`src/rtl/voice_mixer_if.sv`:
```
// Voice-mixer bus: mix request with voice snapshot inputs and mixed-sample results.
interface voice_mixer_if #(
   parameter int unsigned WIDTH    = 24,
   parameter int unsigned N_VOICES = 16
);
   logic                         sample_tick;
   logic [N_VOICES*WIDTH-1:0]    voices;
   logic [N_VOICES-1:0]          voice_en;
   logic [7:0]                   volume;
   logic signed [WIDTH-1:0]      out;
   logic                         out_valid;
   logic                         busy;
   logic                         clip;
   logic                         overrun;

   modport master (
      output sample_tick, voices, voice_en, volume,
      input  out, out_valid, busy, clip, overrun
   );

   modport slave (
      input  sample_tick, voices, voice_en, volume,
      output out, out_valid, busy, clip, overrun
   );
endinterface

```
`src/rtl/voice_mixer.sv`:
```
// Sequential voice mixer: one voice accumulated per cycle, master gain, saturation to
// the DAC word width, one registered sample per mix.
module voice_mixer #(
   parameter int unsigned WIDTH    = 24,
   parameter int unsigned N_VOICES = 16
) (
   input  logic          clk,
   input  logic          rstn,
   voice_mixer_if.slave  bus
);
   localparam int unsigned IDX_W  = $clog2(N_VOICES);
   localparam int unsigned ACC_W  = WIDTH + IDX_W;
   localparam int unsigned PROD_W = ACC_W + 9;

   // Saturation bounds sign-extended to the product width
   localparam logic signed [PROD_W-1:0] SAT_MAX =
      {{(PROD_W-WIDTH+1){1'b0}}, {(WIDTH-1){1'b1}}};
   localparam logic signed [PROD_W-1:0] SAT_MIN =
      {{(PROD_W-WIDTH+1){1'b1}}, {(WIDTH-1){1'b0}}};

   typedef enum logic [1:0] {IDLE, ACCUM, SCALE, OUT} state_t;

   state_t                   state_q, state_d;
   logic signed [WIDTH-1:0]  snap_q [N_VOICES];
   logic [N_VOICES-1:0]      en_q;
   logic [7:0]               vol_q;
   logic signed [ACC_W-1:0]  acc_q;
   logic [IDX_W-1:0]         idx_q;
   logic signed [PROD_W-1:0] scaled_q;
   logic signed [PROD_W-1:0] prod;
   logic signed [WIDTH-1:0]  out_q;
   logic                     out_valid_q;
   logic                     busy_q;
   logic                     clip_q;
   logic                     overrun_q;
   logic                     last_voice;
   logic                     sat_hi;
   logic                     sat_lo;

   assign last_voice = (idx_q == IDX_W'(N_VOICES - 1));
   assign prod       = PROD_W'(acc_q) * PROD_W'($signed({1'b0, vol_q}));
   assign sat_hi     = (scaled_q > SAT_MAX);
   assign sat_lo     = (scaled_q < SAT_MIN);

   // State register
   always_ff @(posedge clk or negedge rstn) begin
      if (!rstn) state_q <= IDLE;
      else       state_q <= state_d;
   end

   // Next-state logic
   always_comb begin
      state_d = state_q;
      unique case (state_q)
         IDLE:    if (bus.sample_tick) state_d = ACCUM;
         ACCUM:   if (last_voice)      state_d = SCALE;
         SCALE:   state_d = OUT;
         OUT:     state_d = IDLE;
         default: state_d = IDLE;
      endcase
   end

   // Snapshot, accumulate, scale and saturate datapath
   always_ff @(posedge clk or negedge rstn) begin
      if (!rstn) begin
         for (int i = 0; i < int'(N_VOICES); i++) snap_q[i] <= '0;
         en_q        <= '0;
         vol_q       <= '0;
         acc_q       <= '0;
         idx_q       <= '0;
         scaled_q    <= '0;
         out_q       <= '0;
         out_valid_q <= 1'b0;
         busy_q      <= 1'b0;
         clip_q      <= 1'b0;
         overrun_q   <= 1'b0;
      end else begin
         out_valid_q <= 1'b0;
         // A tick is only honoured in IDLE; the OUT cycle still counts as busy
         if (bus.sample_tick && (state_q != IDLE)) overrun_q <= 1'b1;
         unique case (state_q)
            IDLE: begin
               if (bus.sample_tick) begin
                  for (int i = 0; i < int'(N_VOICES); i++)
                     snap_q[i] <= bus.voices[i*WIDTH +: WIDTH];
                  en_q   <= bus.voice_en;
                  vol_q  <= bus.volume;
                  acc_q  <= '0;
                  idx_q  <= '0;
                  busy_q <= 1'b1;
               end
            end
            ACCUM: begin
               if (en_q[idx_q]) acc_q <= acc_q + ACC_W'(snap_q[idx_q]);
               idx_q <= idx_q + IDX_W'(1);
            end
            SCALE: scaled_q <= prod >>> 7;
            OUT: begin
               if (sat_hi)      out_q <= SAT_MAX[WIDTH-1:0];
               else if (sat_lo) out_q <= SAT_MIN[WIDTH-1:0];
               else             out_q <= scaled_q[WIDTH-1:0];
               clip_q      <= sat_hi | sat_lo;
               out_valid_q <= 1'b1;
               busy_q      <= 1'b0;
            end
            default: ;
         endcase
      end
   end

   assign bus.out       = out_q;
   assign bus.out_valid = out_valid_q;
   assign bus.busy      = busy_q;
   assign bus.clip      = clip_q;
   assign bus.overrun   = overrun_q;
endmodule
```
`src/flat_wrapper.sv`:
```
// flat-port wrapper written by rule: the top's interface ports become plain ports
module voice_mixer_flat 
#(
   parameter int unsigned WIDTH    = 24,
   parameter int unsigned N_VOICES = 16
)
  (clk, rstn, bus_sample_tick, bus_voices, bus_voice_en, bus_volume, bus_out, bus_out_valid, bus_busy, bus_clip, bus_overrun);
  voice_mixer_if #(.WIDTH(WIDTH), .N_VOICES(N_VOICES)) bus_i ();
  input  logic clk;
  input  logic rstn;
  input wire logic [$bits(bus_i.sample_tick)-1:0] bus_sample_tick;
  input wire logic [$bits(bus_i.voices)-1:0] bus_voices;
  input wire logic [$bits(bus_i.voice_en)-1:0] bus_voice_en;
  input wire logic [$bits(bus_i.volume)-1:0] bus_volume;
  output wire logic [$bits(bus_i.out)-1:0] bus_out;
  output wire logic [$bits(bus_i.out_valid)-1:0] bus_out_valid;
  output wire logic [$bits(bus_i.busy)-1:0] bus_busy;
  output wire logic [$bits(bus_i.clip)-1:0] bus_clip;
  output wire logic [$bits(bus_i.overrun)-1:0] bus_overrun;
  assign bus_i.sample_tick = bus_sample_tick;
  assign bus_i.voices = bus_voices;
  assign bus_i.voice_en = bus_voice_en;
  assign bus_i.volume = bus_volume;
  assign bus_out = bus_i.out;
  assign bus_out_valid = bus_i.out_valid;
  assign bus_busy = bus_i.busy;
  assign bus_clip = bus_i.clip;
  assign bus_overrun = bus_i.overrun;
  voice_mixer #(.WIDTH(WIDTH), .N_VOICES(N_VOICES)) u_core (.clk(clk), .rstn(rstn), .bus(bus_i));
endmodule
```
`config.mk`:
```
export PLATFORM = sky130hd
export DESIGN_NAME = voice_mixer_flat
export DESIGN_NICKNAME = d
export VERILOG_FILES = /design/src/rtl/voice_mixer_if.sv /design/src/rtl/voice_mixer.sv /design/src/flat_wrapper.sv
export SDC_FILE = /design/constraint.sdc
export NUM_CORES = 2
export LEC_CHECK = 0
export BUFFER_PORTS_ARGS = -buffer_cell sky130_fd_sc_hd__buf_2
export CAP_MARGIN = 20
export CORE_MARGIN = 8
export CORE_UTILIZATION = 55
export DETAILED_ROUTE_END_ITERATION = 16
export PLACE_DENSITY_LB_ADDON = 0.1
export SLEW_MARGIN = 20
export SYNTH_ARGS = -nofsm -noshare
export SYNTH_HDL_FRONTEND = slang
export SYNTH_SLANG_ARGS = --single-unit
```
`constraint.sdc`:
```
create_clock -name clk -period 8.2 [get_ports clk]
set_input_delay 0 -clock clk [delete_from_list [all_inputs] [get_ports clk]]
set_output_delay 0 -clock clk [all_outputs]
set_load 0.05 [all_outputs]
```
; Yosys cells after proc, flatten, opt, wreduce, memory -nomap -nowiden
; Index checks and enable logic that the tools add are counted.
[op_classes]
add_sub_neg = 2
multipliers = 1
order_cmp = 4
eq_ne = 7
mux = 18
bitwise_logic = 2
n_reduce_logical = 10
[ops]
columns = cell, count
row1 = binary-select mux 24 bit (select 4 bit), 1
row2 = two-way mux 24 bit, 4
row3 = two-way mux 28 bit, 2
row4 = one-hot mux 28 bit (2 select lines), 1
row5 = multiplier 28 x 9 -> 37 bit, 1
row6 = "greater-than comparator 30 x 24 -> 1 bit, second input constant", 1
row7 = "< comparator 30 x 24 -> 1 bit, second input constant", 1
row8 = adder 28 x 24 -> 28 bit, 1
row9 = one-hot mux 2 bit (4 select lines), 1
row10 = one-hot mux 4 bit (2 select lines), 1
row11 = AND reduction 2 bit, 4
row12 = nonzero test 2 bit, 3
row13 = ">= comparator 5 bit, second input constant", 1
row14 = "< comparator 4 x 5 -> 1 bit, second input constant", 1
row15 = NOT 4 -> 5 bit, 1
row16 = "adder 4 x 1 -> 4 bit, second input constant", 1
row17 = binary-select mux 1 bit (select 4 bit), 1
row18 = "== test 2 bit, second input constant", 2
row19 = "== test 4 bit, second input constant", 1
row20 = two-way mux 2 bit, 2
row21 = two-way mux 4 bit, 1
row22 = "inequality test 2 x 1 -> 1 bit, second input constant", 2
row23 = two-way mux 1 bit, 3
row24 = AND reduction 3 bit, 1
row25 = other kinds (6), 6
[word_totals]
register_bits = 500
inputBits = 411
output_inout_bits = 28
elab_cells = 71

; Depth between registers and ports, before layout
[depth]
depth_word = 7
ltp_mapped = 21
mapped_depth_nobuf = 19

; Worst setup path before layout
; No wires, ideal clock.
[synth_path]
kind = reg-to-reg
from = reg u_core.vol_q[5]
to = reg u_core.scaled_q[23]
setup_time_ns = 0.125
t_arrival_ns = 5.062
slack_ns = 3.013
stages_incl_launch_ff = 21
n_path_buf = 2
period_less_slack_ns = 5.187
path_cell_list = dfrtp_1 clkbuf_1 clkbuf_1 nand2_1 fa_1 inv_1 fa_1 fa_1 inv_1 fa_1 inv_1 ha_1 nand2_1 nor2_1 a2111oi_4 a31oi_2 a21boi_2 o21ai_1 a31o_2 xor2_1 mux2_2
[synth_via]
elab_chain_len = 1
[synth_rtl]
columns = element, line
row1 = start: declaration, voice_mixer.sv:26  ; logic [7:0] vol_q;
row2 = start signal: assignment, voice_mixer.sv:87  ; vol_q <= bus.volume;
row3 = multiplier 28 x 9 -> 37 bit, voice_mixer.sv:41  ; assign prod = PROD_W'(acc_q) * PROD_W'($signed({1'b0, vol_q}));
row4 = end signal: assignment, voice_mixer.sv:97  ; SCALE: scaled_q <= prod >>> 7;
row5 = end: declaration, voice_mixer.sv:29  ; logic signed [PROD_W-1:0] scaled_q;
; No other way between the ends.
; A chain may end at the register's enable or synchronous reset.

; Final worst setup path
[layout_path]
from = reg u_core.vol_q[5]
to = reg u_core.scaled_q[28]
; The elaborated chain is that of the path after synthesis.

==> results.yml <==
critical_path:
  cp_data_arrival_time_ns: 6.36
  cp_max_fo: 29
  required_ns: 8.71
  start_kind: "register"
  crit_type: "reg -> reg"
  end_kind: "register"
global_route:
  grt_antenna_before_repair: 49
  grt_pass1_wl_um: 139000
  grtUsageTotal_pct: 28.0
  grt.overflow.total: 0
  grt_pass1_vias: 24747
  grt_max_degree: 164
power:
  p_sw_share_pct: 39.3
  fin_total_pwr_mw: 14.8
  ir_worst_vdd_mv: 0.239
  p_sw_mw: 5.83
  internal_power_mw: 8.98
  p_seq_share_pct: 32.1
  p_leak_nw: 18.0
  p_per_area_mw_per_mm2: 378
  p_clk_share_pct: 17.0
  p_comb_share_pct: 50.9
sta:
  fin_worst_skew_ns: 0.0562
  slew_violations: 0
  timing_hold_violations_final: 0
  setup_slack_ns: 2.35
  fmax_ghz: 0.171
  finalSetupViolCount: 0
  post-route-period-util_pct: 71.3
  slew_headroom_pct: 27.0
  rsz0062_at_grt: "false"
  period_needed_ns: 5.85
  worst_pin_slew_ns: 1.09
  setup_tns_ns: 0
clocking:
  htree_levels: 2
  cts_root_buf: "clkbuf_16"
  clkLatencyLatePin_ns: 0.63
  cts_tree: "yes"
  cts_buffers: 54
  clk_pin_slew_ns: 0.07
  clock_sinks: 500
  cts_buffer_depth: 3
  cts_resized: 0
floorplanning:
  die_h_um: 251
  die_area_mm2: 0.0630
  coreArea_mm2: 0.0549
  rows: 86
  io_pins: 439
  dieWidth_um: 251
  initial_core_util_pct: 55.4
detailed_routing:
  drtAntennaViolNets: 0
  viasPerCell: 5.59
  avgRoutedWirePerCell_um: 22.4
  routed_wl_um: 89300
  drtIter0Drc: 1472
  drc: 0
  first_pass_iters: 4
  vias: 22266
hold_path:
  min_path_type: "in -> async"
yosys:
  syn_inst: 2394
  async_flop_share_pct: 100
  yosysTopAreaCellShare_pct: 41.2
  synth_ff_type: "dfrtp_1"
  syn-cell-area_mm2: 0.0304
  syn_nets: 3081
  ys_types: 69
  syn_avg_cell_area_um2: 12.7
  synth_area_leaders: "dfrtp_1 41%, mux2_2 16%, fa_1 11%"
  synth_warnings: 0
  synth_top_cell_by_area: "dfrtp_1"
  ys_seq_area_share_pct: 41.2
  synth-edff-count: 0
  ys_seq_elements: 500
placement:
  place_area_mm2: 0.0331
  numPortBuffers: 438
  dpl.hpwl_um: 61200
  dp_slack_ns: 2.33
  place_congestion: 0.882
layout:
  layout.nets: 3869
  synthToLayoutAreaGrowth_pct: 28.9
  drive_above_1_share_pct: 34.9
  final_util_pct: 71.4
  design_area_mm2: 0.0392
job:
  maxCapViolations: 0
run_status:
  status: "finished, final reports clean"
[cell usage after synthesis (4+ instances only)]
cell	instances
ha_1	102
o211ai_1	29
o21a_1	7
o21bai_1	6
nand2_1	156
inv_1	273
nand4b_1	4
clkbuf_1	101
a21oi_2	5
and2_1	106
dfrtp_1	500
nor4_1	4
buf_2	16
a21oi_1	52
nand2b_1	5
o31ai_1	5
o21ai_0	55
nor2_1	38
a32o_1	4
o21ai_1	6
mux2_2	429
xor2_1	14
nand3_1	17
a211oi_1	7
a22o_1	18
buf_1	15
and3_1	4
xnor2_1	36
fa_1	174
a31oi_1	10
a21o_1	20
mux4_2	123
nand4_1	7
[critical path, cell delays in order (launching register included)]
cell and delay (ns):
dfrtp_1 0.98, nand2_1 0.18, fa_1 0.58, inv_1 0.05, fa_1 0.47, fa_1 0.57, inv_1 0.06, fa_1 0.53
inv_1 0.04, ha_1 0.41, nand4_1 0.14, nor2_1 0.22, a2111oi_4 0.06, a31oi_2 0.38, a21oi_1 0.21, o211ai_1 0.35
a21oi_1 0.13, xnor2_1 0.14, mux2_2 0.26
[placed cells by master, fill, tap and decap left out, types with 18 or more instances in the layout]
cell,n
a21o_1,20
nand2_1,156
xnor2_1,36
a22o_1,18
ha_1,102
diode_2,51
inv_1,273
o21ai_0,55
buf_2,437
clkbuf_16,54
mux2_2,429
dfrtp_1,496
o211ai_1,29
dlygate4sd3_1,410
and2_1,105
fa_1,174
nor2_1,38
mux4_2,123
a21oi_1,52
[timing repair]
action	CTS	global route
setup buffers	0	0
endpoints found under the hold margin	520	0
hold buffers	410	0
[stage by stage]
stage                     hold slack, ns  instances
after global placement             0.119       3420
after detailed placement           0.127       3420
final                             0.0192       3980
after floorplan                   -0.296       2394
after CTS                         0.0530       3929
after global routing               0.110       3972
[logic make-up (layout without fill, tap and decap cells)]
kind of cell | Yosys count | after routing | share of synthesized area, %
fa+ha+maj | 276 | 276 | 15.7
mux | 556 | 556 | 25.2
other cells | 0 | 51 | 0
buf+inv | 410 | 1241 | 5.20
compound gates | 246 | 246 | 5.52
xor+xnor | 50 | 50 | 1.44
flops | 500 | 500 | 41.2
simple gates | 356 | 356 | 5.76
[final timing paths]
| path | cells after the start | start | slack (ns) | end |
|---|---|---|---|---|
| min in group clk | 3 | bus_voices[160] | 0.14 | u_core.snap_q[232] |
| max reg2reg | 18 | u_core.vol_q[5] | 2.35 | u_core.scaled_q[28] |
| min | 2 | rstn | 0.02 | u_core.snap_q[25] |
| max | 18 | u_core.vol_q[5] | 2.35 | u_core.scaled_q[28] |
| max in group asynchronous | 4 | rstn | 6.04 | u_core.snap_q[108] |
| min reg2reg | 1 | u_core.bus.overrun | 0.45 | u_core.bus.overrun |
[power groups by stage]
stage          combinational (mW)  clock (mW)  sequential (mW)
4_1_cts                      7.49        2.53             4.67
3_5_place_dp                 7.29           0             4.71
2_1_floorplan                5.93           0             4.29
3_3_place_gp                 7.10           0             4.62
5_1_grt                      8.30        2.66             4.89
6_report                     7.53        2.52             4.76
[routing by layer]
| metal | part of all wire (%) | up-vias | track usage (%) |
|---|---|---|---|
| met5 | 0.083 | - | 0 |
| met4 | 4.2 | 12 | 12.1 |
| met3 | 6.6 | 233 | 5.63 |
| met2 | 50 | 851 | 47.2 |
| met1 | 39 | 11296 | 35.1 |
| li1 | - | 9874 | - |
[registers in the layout, indices dropped and copies added (netlist names)]
signal,flops
u_core.acc_q,28
u_core.snap_q,384
u_core.bus.overrun,1
u_core.idx_q,4
u_core.scaled_q,30
u_core.bus.out,24
u_core.bus.busy,1
u_core.bus.out_valid,1
u_core.vol_q,8
u_core.bus.clip,1
u_core.en_q,16
u_core.state_q,2
[layout make-up]
type	count	area, um^2
multi-input combinational	1484	16300
fill	3595	15700
sequential	500	12500
timing repair buffer	868	6490
clock buffer	77	1560
inverter	274	1030
tap	704	881
clock inverter	22	277
antenna	51	128
Note: power is estimated with default switching activity, not from simulation.
